--- config.mk ---
export PLATFORM = sky130hd
export DESIGN_NAME = je_frame_sequencer
export DESIGN_NICKNAME = d
export VERILOG_FILES = /design/src/rtl/je_pkg.sv /design/src/rtl/je_cam_capture.sv /design/src/rtl/je_frame_sequencer.sv
export SDC_FILE = /design/constraint.sdc
export NUM_CORES = 1
export LEC_CHECK = 0
export ABC_AREA = 1
export CORE_MARGIN = 4
export CORE_UTILIZATION = 35
export CTS_CLUSTER_SIZE = 16
export DETAILED_ROUTE_END_ITERATION = 10
export PLACE_DENSITY = 0.71
export SLEW_MARGIN = 30
export SYNTH_ARGS = -nofsm -noshare
export SYNTH_HDL_FRONTEND = slang
export SYNTH_SLANG_ARGS = --single-unit
--- constraint.sdc ---
create_clock -name clk -period 1.6 [get_ports clk]
set_clock_uncertainty 0.05 [all_clocks]
set_input_delay 0.16 -clock clk [delete_from_list [all_inputs] [get_ports clk]]
set_output_delay 0.16 -clock clk [all_outputs]
set_load 0.1 [all_outputs]
--- src/rtl/je_pkg.sv ---
// Shared types and sizing helpers for the camera-to-JPEG frame sequencer.
package je_pkg;

  typedef enum logic [2:0] {
    IDLE    = 3'd0,
    WAIT_VS = 3'd1,
    CAPTURE = 3'd2,
    ENCODE  = 3'd3,
    READY   = 3'd4,
    RELEASE = 3'd5
  } je_state_t;

  // One YUYV pixel is two bytes.
  function automatic int frame_bytes(input int width, input int height);
    return 2 * width * height;
  endfunction

endpackage

--- src/rtl/je_cam_capture.sv ---
// Camera byte capture: vsync edge detect, byte counter, short-frame flag and
// a registered frame-memory write one cycle behind each accepted byte.
module je_cam_capture
  import je_pkg::*;
#(
  parameter int WIDTH  = 320,
  parameter int HEIGHT = 200,
  parameter int ASZ    = $clog2(HEIGHT) + $clog2(WIDTH)
) (
  input  logic           clk,
  input  logic           reset_n,
  input  logic           wait_vs,
  input  logic           capturing,
  input  logic           clear_err,
  input  logic           cam_vsync,
  input  logic           cam_href,
  input  logic           cam_byte_vld,
  input  logic [7:0]     cam_data,
  output logic           vs_rise,
  output logic           last_byte,
  output logic           cam_we,
  output logic [7:0]     cam_wdata,
  output logic [ASZ-1:0] cam_waddr,
  output logic           frame_err
);

  localparam int           FRAME_BYTES = frame_bytes(WIDTH, HEIGHT);
  localparam logic [ASZ:0] FB          = FRAME_BYTES[ASZ:0];
  localparam logic [ASZ:0] FB_LAST     = FB - 1'b1;

  logic         vsync_q;
  logic [ASZ:0] byte_cnt;
  logic         cnt_full;
  logic         cam_wr;
  logic         restart;

  assign vs_rise   = cam_vsync & ~vsync_q;
  assign cnt_full  = (byte_cnt >= FB);
  // A vsync edge in the same cycle as a byte wins; that byte is dropped.
  assign cam_wr    = capturing & ~vs_rise & cam_byte_vld & cam_href & ~cnt_full;
  assign last_byte = cam_wr & (byte_cnt == FB_LAST);
  assign restart   = capturing & vs_rise & ~cnt_full;

  always_ff @(posedge clk or negedge reset_n) begin
    if (!reset_n) begin
      vsync_q   <= 1'b0;
      byte_cnt  <= '0;
      cam_we    <= 1'b0;
      cam_wdata <= '0;
      cam_waddr <= '0;
      frame_err <= 1'b0;
    end else begin
      vsync_q <= cam_vsync;
      cam_we  <= cam_wr;
      if (cam_wr) begin
        cam_wdata <= cam_data;
        cam_waddr <= byte_cnt[ASZ-1:0];
      end
      if (clear_err)
        frame_err <= 1'b0;
      else if (restart)
        frame_err <= 1'b1;
      if ((wait_vs && vs_rise) || restart)
        byte_cnt <= '0;
      else if (cam_wr)
        byte_cnt <= byte_cnt + 1'b1;
    end
  end

endmodule

--- src/rtl/je_frame_sequencer.sv ---
// Frame sequencer: capture one camera frame, run je_ip on it, hand the result
// to the host, and own the frame-memory write port throughout.
module je_frame_sequencer
  import je_pkg::*;
#(
  parameter int WIDTH  = 320,
  parameter int HEIGHT = 200,
  parameter int ASZ    = $clog2(HEIGHT) + $clog2(WIDTH)
) (
  input  logic           clk,
  input  logic           reset_n,
  input  logic           img_req,
  output logic           img_rdy,
  output logic           frame_err,
  input  logic           cam_vsync,
  input  logic           cam_href,
  input  logic           cam_byte_vld,
  input  logic [7:0]     cam_data,
  output logic           conv_start,
  input  logic           conv_end,
  input  logic           je_we,
  input  logic [7:0]     je_wdata,
  input  logic [ASZ-1:0] je_waddr,
  output logic           mem_write_en,
  output logic [7:0]     mem_write_data,
  output logic [ASZ-1:0] mem_write_addr,
  output logic [2:0]     dbg_state
);

  // Host handshake is level based: img_req high asks for a frame, img_rdy
  // rises when the JPEG is in memory, and img_req falling releases je_ip; a
  // new request is only taken once je_ip has dropped conv_end.
  je_state_t      state, next_state;
  logic           conv_start_d, img_rdy_d;
  logic           vs_rise, last_byte;
  logic           cam_we;
  logic [7:0]     cam_wdata;
  logic [ASZ-1:0] cam_waddr;
  logic           clear_err;

  assign clear_err = (state == IDLE) & img_req & ~conv_end;
  assign dbg_state = state;

  je_cam_capture #(
    .WIDTH (WIDTH),
    .HEIGHT(HEIGHT),
    .ASZ   (ASZ)
  ) u_cam_capture (
    .clk         (clk),
    .reset_n     (reset_n),
    .wait_vs     ((state == WAIT_VS) && img_req),
    .capturing   ((state == CAPTURE) && img_req),
    .clear_err   (clear_err),
    .cam_vsync   (cam_vsync),
    .cam_href    (cam_href),
    .cam_byte_vld(cam_byte_vld),
    .cam_data    (cam_data),
    .vs_rise     (vs_rise),
    .last_byte   (last_byte),
    .cam_we      (cam_we),
    .cam_wdata   (cam_wdata),
    .cam_waddr   (cam_waddr),
    .frame_err   (frame_err)
  );

  always_ff @(posedge clk or negedge reset_n) begin
    if (!reset_n) begin
      state      <= IDLE;
      conv_start <= 1'b0;
      img_rdy    <= 1'b0;
    end else begin
      state      <= next_state;
      conv_start <= conv_start_d;
      img_rdy    <= img_rdy_d;
    end
  end

  always_comb begin
    next_state = state;
    case (state)
      IDLE:    if (img_req && !conv_end) next_state = WAIT_VS;
      WAIT_VS: if (!img_req) next_state = IDLE;
               else if (vs_rise) next_state = CAPTURE;
      CAPTURE: if (!img_req) next_state = IDLE;
               else if (last_byte) next_state = ENCODE;
      // je_ip cannot abort, so img_req is not looked at until READY.
      ENCODE:  if (conv_end) next_state = READY;
      READY:   if (!img_req) next_state = RELEASE;
      RELEASE: if (!conv_end) next_state = IDLE;
      default: next_state = IDLE;
    endcase
  end

  always_comb begin
    conv_start_d = (next_state == ENCODE) || (next_state == READY);
    img_rdy_d    = (next_state == READY);
  end

  // The frame-completing camera write lands in the first ENCODE cycle and
  // outranks je_ip, which never writes in that cycle.
  always_comb begin
    mem_write_en   = 1'b0;
    mem_write_data = '0;
    mem_write_addr = '0;
    if (((state == CAPTURE) || (state == ENCODE)) && cam_we) begin
      mem_write_en   = 1'b1;
      mem_write_data = cam_wdata;
      mem_write_addr = cam_waddr;
    end else if ((state == ENCODE) || (state == READY)) begin
      mem_write_en   = je_we;
      mem_write_data = je_wdata;
      mem_write_addr = je_waddr;
    end
  end

endmodule

==> results.py <==
metrics = {
    "outcome": {
        "status": "finished with violations",
        "failed_checks": "setup timing",
    },
    "sta": {
        "finalSetupTns_ns": -18.45,
        "fmaxAchievable_mhz": 491,
        "finalHoldWorstSlack_ns": 0.247,
        "hold_viol_final": 0,
        "grt_setup_unrepaired": "yes",
        "tightestPinTransition_ns": 0.347,
        "timing.final.crit_share_pct": 127,
        "setup-violations-final": 73,
        "slew_violations": 0,
        "timing.final.ws_setup_ns": -0.436,
        "slew_headroom_pct": 76.7,
        "period_minus_slack_ns": 2.04,
    },
    "worst_setup_path": {
        "crit_required_ns": 1.39,
        "worst_path_dominant_cell_family": "buffers and inverters",
        "timing.critical_path.arrival_ns": 1.83,
        "start_kind": "flop",
        "crit_type": "flop to output port",
        "critPathMaxStageDelay_ns": 0.52,
        "crit_chain": "inv_6 > nand3_4 > inv_4 > a21oi_4 > clkinv_4 > clkbuf_16 > nand3_2 > o21ai_4 > buf_12",
        "critPathSlowestCell": "sky130_fd_sc_hd__dfrtp_4",
        "path_max_fanout": 6,
        "critical_path.n_buffers_inverters": 5,
        "worst_setup_path_end_kind": "output port",
    },
    "yosys": {
        "post_synth.cell_area_avg_um2": 7.12,
        "netlist.area_leader.share_pct": 44.0,
        "synth.area.top_cells": "sky130_fd_sc_hd__dfrtp_1 44%, sky130_fd_sc_hd__nand2_1 13%, sky130_fd_sc_hd__nand3_1 8.8%, sky130_fd_sc_hd__o21ai_0 8.8%, sky130_fd_sc_hd__inv_1 7.3%",
        "cell_accounting_for_the_most_synthesized_area": "sky130_fd_sc_hd__dfrtp_1",
        "synth-seq-cells": 51,
        "synthesis.nets": 450,
        "netlist-cell-type-count": 23,
        "yosysSeqAreaShare_pct": 44.0,
        "syn_inst": 407,
        "synth_warnings": 0,
        "netlist_area_um2": 2900,
    },
    "finish": {
        "post-route-util_pct": 76.1,
        "commonest_cells_after_routing_fill_and_taps_aside": "57 x sky130_fd_sc_hd__nand2_1, 52 x sky130_fd_sc_hd__inv_1, 48 x sky130_fd_sc_hd__dfrtp_1, 41 x sky130_fd_sc_hd__nor2_1",
        "post-route-cell-area_um2": 6000,
        "n_antenna_cell": 0,
        "multiInputGateArea_um2": 2310,
        "final_layout_size_suffix_gt1_share_pct": 49.2,
        "regArea_um2": 1290,
        "layout_area_growth_over_synthesis_pct": 107,
        "nets": 593,
        "mostFrequentLayoutCell": "sky130_fd_sc_hd__nand2_1",
        "filler_cell_count": 441,
        "finish.cell_count_without_fillers": 653,
    },
    "detailed_routing": {
        "drc_errors": 0,
        "detail_route.vias_per_cell": 5.36,
        "antenna_left": 0,
        "drt_wl_total_um": 12500,
        "detailedRoute.firstPassIterationCount": 4,
        "routedWlPerCell_um": 19.2,
        "drt_iter0_drc": 225,
        "vias": 3501,
    },
    "clock_network": {
        "max-clock-path-buffers": 2,
        "tritoncts": "yes",
        "clock_tree.htree_level_count": 2,
        "clk_pin_slew_ns": 0.10,
        "cts_made_buffers": 5,
        "numClockSinks": 51,
        "clock_insertion_delay_worst_skew_ns": 0.32,
        "clk_root_buffer_cell": "sky130_fd_sc_hd__clkbuf_8",
    },
    "die": {
        "std_cell_rows": 32,
        "die_height_um": 99.0,
        "floorplan.io_pins": 73,
        "design.core.area_um2": 7890,
        "die_area_um2": 9800,
        "width_of_the_die_um": 99.0,
        "initial_core_util_pct": 36.7,
    },
    "global_route": {
        "largest_net_degree_at_the_start_of_global_routing": 32,
        "track_usage_pct": 22.6,
        "grt.overflow.total": 0,
        "grt_antenna_before_repair": 0,
        "grt_pass1_vias": 3549,
        "grt_pass1_wl_um": 17800,
    },
    "flow_run": {
        "maxCapViolations": 0,
    },
    "placement": {
        "dpl.hpwl_um": 6050,
        "gp_routability_congestion": 0.872,
        "post_dp_cell_area_um2": 4720,
        "total_of_buffers_placed_on_input_and_output_ports": 72,
        "placed_cells_incl_taps": 609,
    },
    "pwr": {
        "largest_vdd_supply_drop_uv": 737,
        "power_density_nw_per_um2": 1250,
        "power_leakage_uw": 0.00267,
    },
    "hold_path": {
        "min_path_type": "primary input to asynchronous set/reset pin",
    },
}
metal layers:
metal / up-vias / share of wire (%) / global-route usage (%) / wire length [µm]
li1: 1590 / - / - / -
met1: 1710 / 36 / 25.4 / 4540
met2: 159 / 54 / 41.5 / 6710
met3: 42 / 6.6 / 4.39 / 825
met4: 0 / 3.5 / 9.14 / 443
met5: - / 0 / 0 / 0
cell type report:
class                      count  share of cell area, %
clock inverter                 2                  0.209
inverter                      57                   3.86
timing repair buffer         149                   32.6
clock buffer                   6                   1.21
tap                          102                   2.13
sequential                    51                   21.5
multi-input combinational    286                   38.5
cells by family after synthesis:
family                     after synthesis  share of synthesized area [%]
xor gates and xnor gates                 2                          0.605
AOI/OAI and AO/OA                       59                           10.4
and+or+nand+nor                        219                           33.5
buffers and inverters                   74                           10.5
DFF                                     51                           44.0
adders and majority gates                2                          0.863
synthesized netlist by cell type, drive strengths merged:
library cell  number
dfrtp             51
o21a               1
a21oi              6
ha                 2
nand4              9
o21ai             52
nand2            100
nand3b             1
xor2               2
inv               56
buf               12
clkbuf             5
nor2              53
nand3             51
nor3               5
clkinv             1
sequential cells by signal, summed over array words and instances, names as in the netlist:
signal / flops
u_cam_capture.byte_cnt: 18
u_cam_capture.cam_waddr: 17
u_cam_capture.cam_wdata: 8
dbg_state: 3
conv_start: 1
img_rdy: 1
u_cam_capture.cam_we: 1
u_cam_capture.frame_err: 1
u_cam_capture.vsync_q: 1
metrics by stage:
step	worst slack (ns)	power [µW]
floorplan	-0.247	4320
detailed placement	-0.201	5660
finish	-0.436	7490
global route	-0.488	7740
global placement	-0.148	5580
CTS	-0.375	6970
path summary, 6_finish.rpt:
path	to	start	cells past startpoint	slack, ns
setup / recovery	mem_write_addr[11]	dbg_state[2]$_DFF_PN0_	9	-0.44
hold / removal	u_cam_capture.byte_cnt[3]$_DFFE_PN0P_	reset_n	2	0.25
setup reg to reg	u_cam_capture.byte_cnt[9]$_DFFE_PN0P_	dbg_state[0]$_DFF_PN0_	11	-0.29
hold reg to reg	u_cam_capture.cam_wdata[4]$_DFFE_PN0P_	u_cam_capture.cam_wdata[4]$_DFFE_PN0P_	2	0.51
max in group asynchronous	u_cam_capture.cam_waddr[0]$_DFFE_PN0P_	reset_n	3	0.76
min in group clk	u_cam_capture.vsync_q$_DFF_PN0_	cam_vsync	1	0.26
power by group:
group	switching, µW	internal, µW
sequential	246	1670
clock	455	307
combinational	3020	1790
what timing repair did:
action,4_1_cts,5_1_grt
endpoints found under the hold margin,30,0
resized for setup,115,79
hold buffers,1,0
setup buffers,21,8
gates cloned,14,2
setup endpoints to repair,64,74
pin swaps,14,17
No activity file was read; power rests on OpenSTA's default activity.
==> variant 1, RTL diff (same flow settings) <==
Register the output `dbg_state` once more, cleared by the reset; this adds one clock of latency there. The other outputs are not delayed to match.
--- a/src/rtl/je_frame_sequencer.sv
+++ b/src/rtl/je_frame_sequencer.sv
@@ -39,7 +39,13 @@
   logic           clear_err;
 
   assign clear_err = (state == IDLE) & img_req & ~conv_end;
-  assign dbg_state = state;
+  always_ff @(posedge clk or negedge reset_n) begin
+    if (!reset_n) begin
+      dbg_state <= '0;
+    end else begin
+      dbg_state <= state;
+    end
+  end
 
   je_cam_capture #(
     .WIDTH (WIDTH),
Check against the original RTL: not equivalent (Yosys sat finds a counterexample within 4 cycles, from zero or initial values and one cycle with reset_n low).
==> variant 1 against the unedited design <==
The run still ends with negative setup slack left; design area shrank 12%; hold slack better by 15 ps; non-clock buffer count decreased by 20; total power shrank 16%; synthesized area up 3.8%; routed wire length fell by 20%; worst setup slack improved by 73 ps; sequential cell count rose by 3; critical path type unchanged.
==> variant 1: results <==
set metrics [dict create \
    status "finished, violations left" \
    violations "negative setup slack" \
    cts-root-buf "clkbuf_8" \
    vias 3293 \
    drive_gt1_share_pct 31.5 \
    setup_tns_ps -15700 \
    synth_common_cells "143 x nand2_1, 77 x nand3_1, 54 x dfrtp_1, 48 x nor2_1, 27 x inv_1" \
    post-dp-hpwl_um 6240 \
    arrival_ps 1750 \
    postLayoutSetupSlackWorst_ps -362 \
    setup_viol 73 \
    relSlewSlack_pct 77.8 \
    grt_max_degree 55 \
    synth_area_leaders "dfrtp_1 45%, nand2_1 18%, nand3_1 13%" \
    p_leak_nw 2.45 \
    layout.nets 581 \
    path_max_fanout 7 \
    grt_pass1_wl_um 13300 \
    r2r_end "u_cam_capture.byte_cnt[7]" \
    dr.pass1.iters 6 \
    ys_seq_area_share_pct 44.9 \
    drt_iter0_drc 179 \
    reg2reg_setup_slack_ps -210 \
    clkLatencyLatePin_ps 300 \
    grt_util_all_layers_pct 16.1 \
    wl_per_cell_um 15.5 \
    r2r-start "state[1]" \
    synth_nets 463 \
    irDropWorstVdd_uv 615 \
    grt_pass1_vias 2958 \
    ff2ff_path_depth 12 \
    holdWs_ps 262 \
    min_to "u_cam_capture.vsync_q" \
    gp_congestion 0.898 \
]
-- variant 1: cell count changes after synthesis, sizes merged, moves of 2 or more --
cell    unedited run  this run
a21oi              6         1
clkbuf             5         7
dfrtp             51        54
inv               56        29
nand2            100       146
nand3             51        77
nand4              9         7
nor3               5         3
o21ai             52        22
xor2               2         4
-- variant 1: power breakdown --
group / total, mW / switching [mW] / internal [mW]
Sequential: 1.77 / 0.177 / 1.59
Combinational: 3.77 / 2.35 / 1.42
Clock: 0.771 / 0.463 / 0.309
Total: 6.30 / 2.98 / 3.32
-- variant 1: critical path: stages (launching register included) --
cell,delay (ps)
dfrtp_2,460
nor2_2,180
nand2_2,80
o21ai_4,70
buf_12,140
buf_12,130
nand3_2,100
nand2_4,100
buf_12,170
-- variant 1: through the flow --
step                setup WS (ps)  instance area (µm²)  std cells  utilization [%]
floorplan                    1.47                 3230        420                -
global placement             -108                 4610        611             55.5
detailed placement           -147                 4610        611             55.5
CTS                          -275                 4730        622             57.0
global route                 -422                 5300        644             63.8
finish                       -362                 5300        644             63.8
-- variant 1: repair_timing --
item,CTS,global route
hold buffers,1,0
gates cloned,0,12
setup endpoints to repair,26,69
pin swaps,2,12
hold endpoints to repair,54,0
setup buffers,2,10
resized for setup,2,60
-- variant 1: cells by family after synthesis --
| logic type | count (synthesis) | synth area share [%] |
|---|---|---|
| AO/OA/AOI/OAI | 25 | 4.58 |
| XOR/XNOR | 4 | 1.16 |
| adder cells (fa/ha/maj) | 2 | 0.832 |
| buffers and inverters | 47 | 6.82 |
| flip-flops | 54 | 44.9 |
| AND/OR/NAND/NOR | 288 | 41.7 |
-- variant 1: final cells by class --
class	instances	area, µm²	area share, %
Clock buffer	5	68.8	1.30
Timing Repair Buffer	129	1740	32.9
Inverter	29	121	2.29
Tap cell	105	131	2.48
Clock inverter	3	21.3	0.402
Sequential cell	54	1350	25.5
Multi-Input combinational cell	319	1860	35.1
-- variant 1: worst max-delay path by stage --
stage	startpoint	end	slack (ps)	depth (start not counted)
3_5_place_dp	cam_vsync	u_cam_capture.cam_waddr[9]	-150	10
3_3_place_gp	cam_vsync	u_cam_capture.byte_cnt[16]	-110	9
4_1_cts	state[2]	mem_write_addr[14]	-270	7
6_report	state[1]	mem_write_addr[14]	-360	8
5_1_grt	state[1]	mem_write_data[7]	-420	8
2_1_floorplan	state[2]	mem_write_addr[0]	1	6
-- variant 1: layer usage --
metal | routed length [µm] | track usage, %
met5 | 0 | 0
met2 | 5210 | 27.8
met1 | 4050 | 20.1
met4 | 109 | 4.66
met3 | 588 | 3.46
==> variant 2, RTL diff (config.mk and constraints unchanged) <==
Made on the original files. `WIDTH` is set to 320 in 2 places; all go to 160.
--- a/src/rtl/je_cam_capture.sv
+++ b/src/rtl/je_cam_capture.sv
@@ -3,7 +3,7 @@
 module je_cam_capture
   import je_pkg::*;
 #(
-  parameter int WIDTH  = 320,
+  parameter int WIDTH  = 160,
   parameter int HEIGHT = 200,
   parameter int ASZ    = $clog2(HEIGHT) + $clog2(WIDTH)
 ) (
--- a/src/rtl/je_frame_sequencer.sv
+++ b/src/rtl/je_frame_sequencer.sv
@@ -3,7 +3,7 @@
 module je_frame_sequencer
   import je_pkg::*;
 #(
-  parameter int WIDTH  = 320,
+  parameter int WIDTH  = 160,
   parameter int HEIGHT = 200,
   parameter int ASZ    = $clog2(HEIGHT) + $clog2(WIDTH)
 ) (
Interface: changed (resized je_waddr and mem_write_addr); port bits go from 73 to 71. The function was not compared with the original's and may differ.
==> variant 2 against the unedited design <==
The run still ends with negative setup slack left; synthesized area down 2.4%; largest cell class unchanged; total power down 14%; utilization down 7.6 points; critical path type unchanged; worst setup slack better by 97 ps; sequential cell count down 2; design area down 11%; count of clock-buffer cells in the layout down 1; via count down 6.1%; routed wire length down 17%.
==> variant 2: results <==
set metrics [dict create \
    grt_util_all_layers_pct 20.1 \
    synth_xor_area_share_pct 1.86 \
    reg2reg_setup_slack_ps -320 \
    grt_max_degree 34 \
    arrival_ps 1730 \
    postLayoutSetupSlackWorst_ps -338 \
    post-dp-hpwl_um 6260 \
    grt_pass1_vias 3248 \
    placed_cell_area_um2 4520 \
    p_int_mw 3.44 \
    synth_nets 435 \
    drt_iter0_drc 205 \
    pre_cts_slack_ps -162 \
    p_leak_nw 2.47 \
    vias_per_cell 5.35 \
    setup_viol 71 \
    vias 3289 \
    gp_congestion 0.870 \
    status "finished, violations left" \
    violations "negative setup slack" \
    place_inst 582 \
    synthAdderAreaFrac_pct 0.885 \
    reg_top3 "u_cam_capture.byte_cnt x17, u_cam_capture.cam_waddr x16, u_cam_capture.cam_wdata x8" \
    io_buffers 70 \
    path_max_fanout 25 \
    wirelength_um 10400 \
    synth_compound_area_share_pct 5.31 \
    crit_family "flip-flops" \
    relSlewSlack_pct 71.0 \
]
## variant 2: layout make-up
| class | instances | area, µm² |
|---|---|---|
| inverter | 33 | 138 |
| clock buffer | 5 | 68.8 |
| tap | 102 | 128 |
| timing repair buffer | 127 | 1720 |
| multi-input combinational | 296 | 1990 |
| sequential | 49 | 1240 |
| fill | 558 | 2460 |
| clock inverter | 3 | 68.8 |
## variant 2: what timing repair did
action	in CTS	in global routing
hold buffers	1	0
endpoints found under the hold margin	16	0
pin swaps	10	23
buffers inserted	11	5
gates cloned	9	2
resized for setup	47	63
setup endpoints to repair	40	71
## variant 2: kinds of logic (layout without fill, tap and decap cells)
group,Yosys count,after routing
AOI/OAI and AO/OA,30,30
adders and majority gates,2,2
xor gates and xnor gates,6,6
DFF,49,49
buffers and inverters,51,168
and+or+nand+nor,255,258
## variant 2: worst paths after layout
check,startpoint,to,depth (start not counted)
min in group asynchronous,reset_n,u_cam_capture.byte_cnt[5],2
worst max register to register,dbg_state[2],u_cam_capture.cam_waddr[12],11
worst min register to register,u_cam_capture.cam_wdata[5],u_cam_capture.cam_wdata[5],2
worst min-delay path,cam_vsync,u_cam_capture.vsync_q,1
max in group asynchronous,reset_n,u_cam_capture.cam_waddr[10],3
worst max-delay path,dbg_state[1],mem_write_addr[13],7
## variant 2: metal layers
layer	up-vias	wire length [µm]	GRT usage (%)
met2	187	5260	34.7
met1	1549	4010	25.1
met4	0	341	7.03
met3	45	779	3.86
met5	-	0	0
li1	1508	-	-
## variant 2: power groups by stage
stage / clock network [mW] / logic (mW) / registers [mW]
global route: 1.13 / 3.85 / 1.65
detailed placement: 0 / 3.38 / 1.63
CTS: 1.09 / 3.52 / 1.61
floorplan: 0 / 1.78 / 1.96
finish: 1.09 / 3.70 / 1.63
global placement: 0 / 3.33 / 1.61
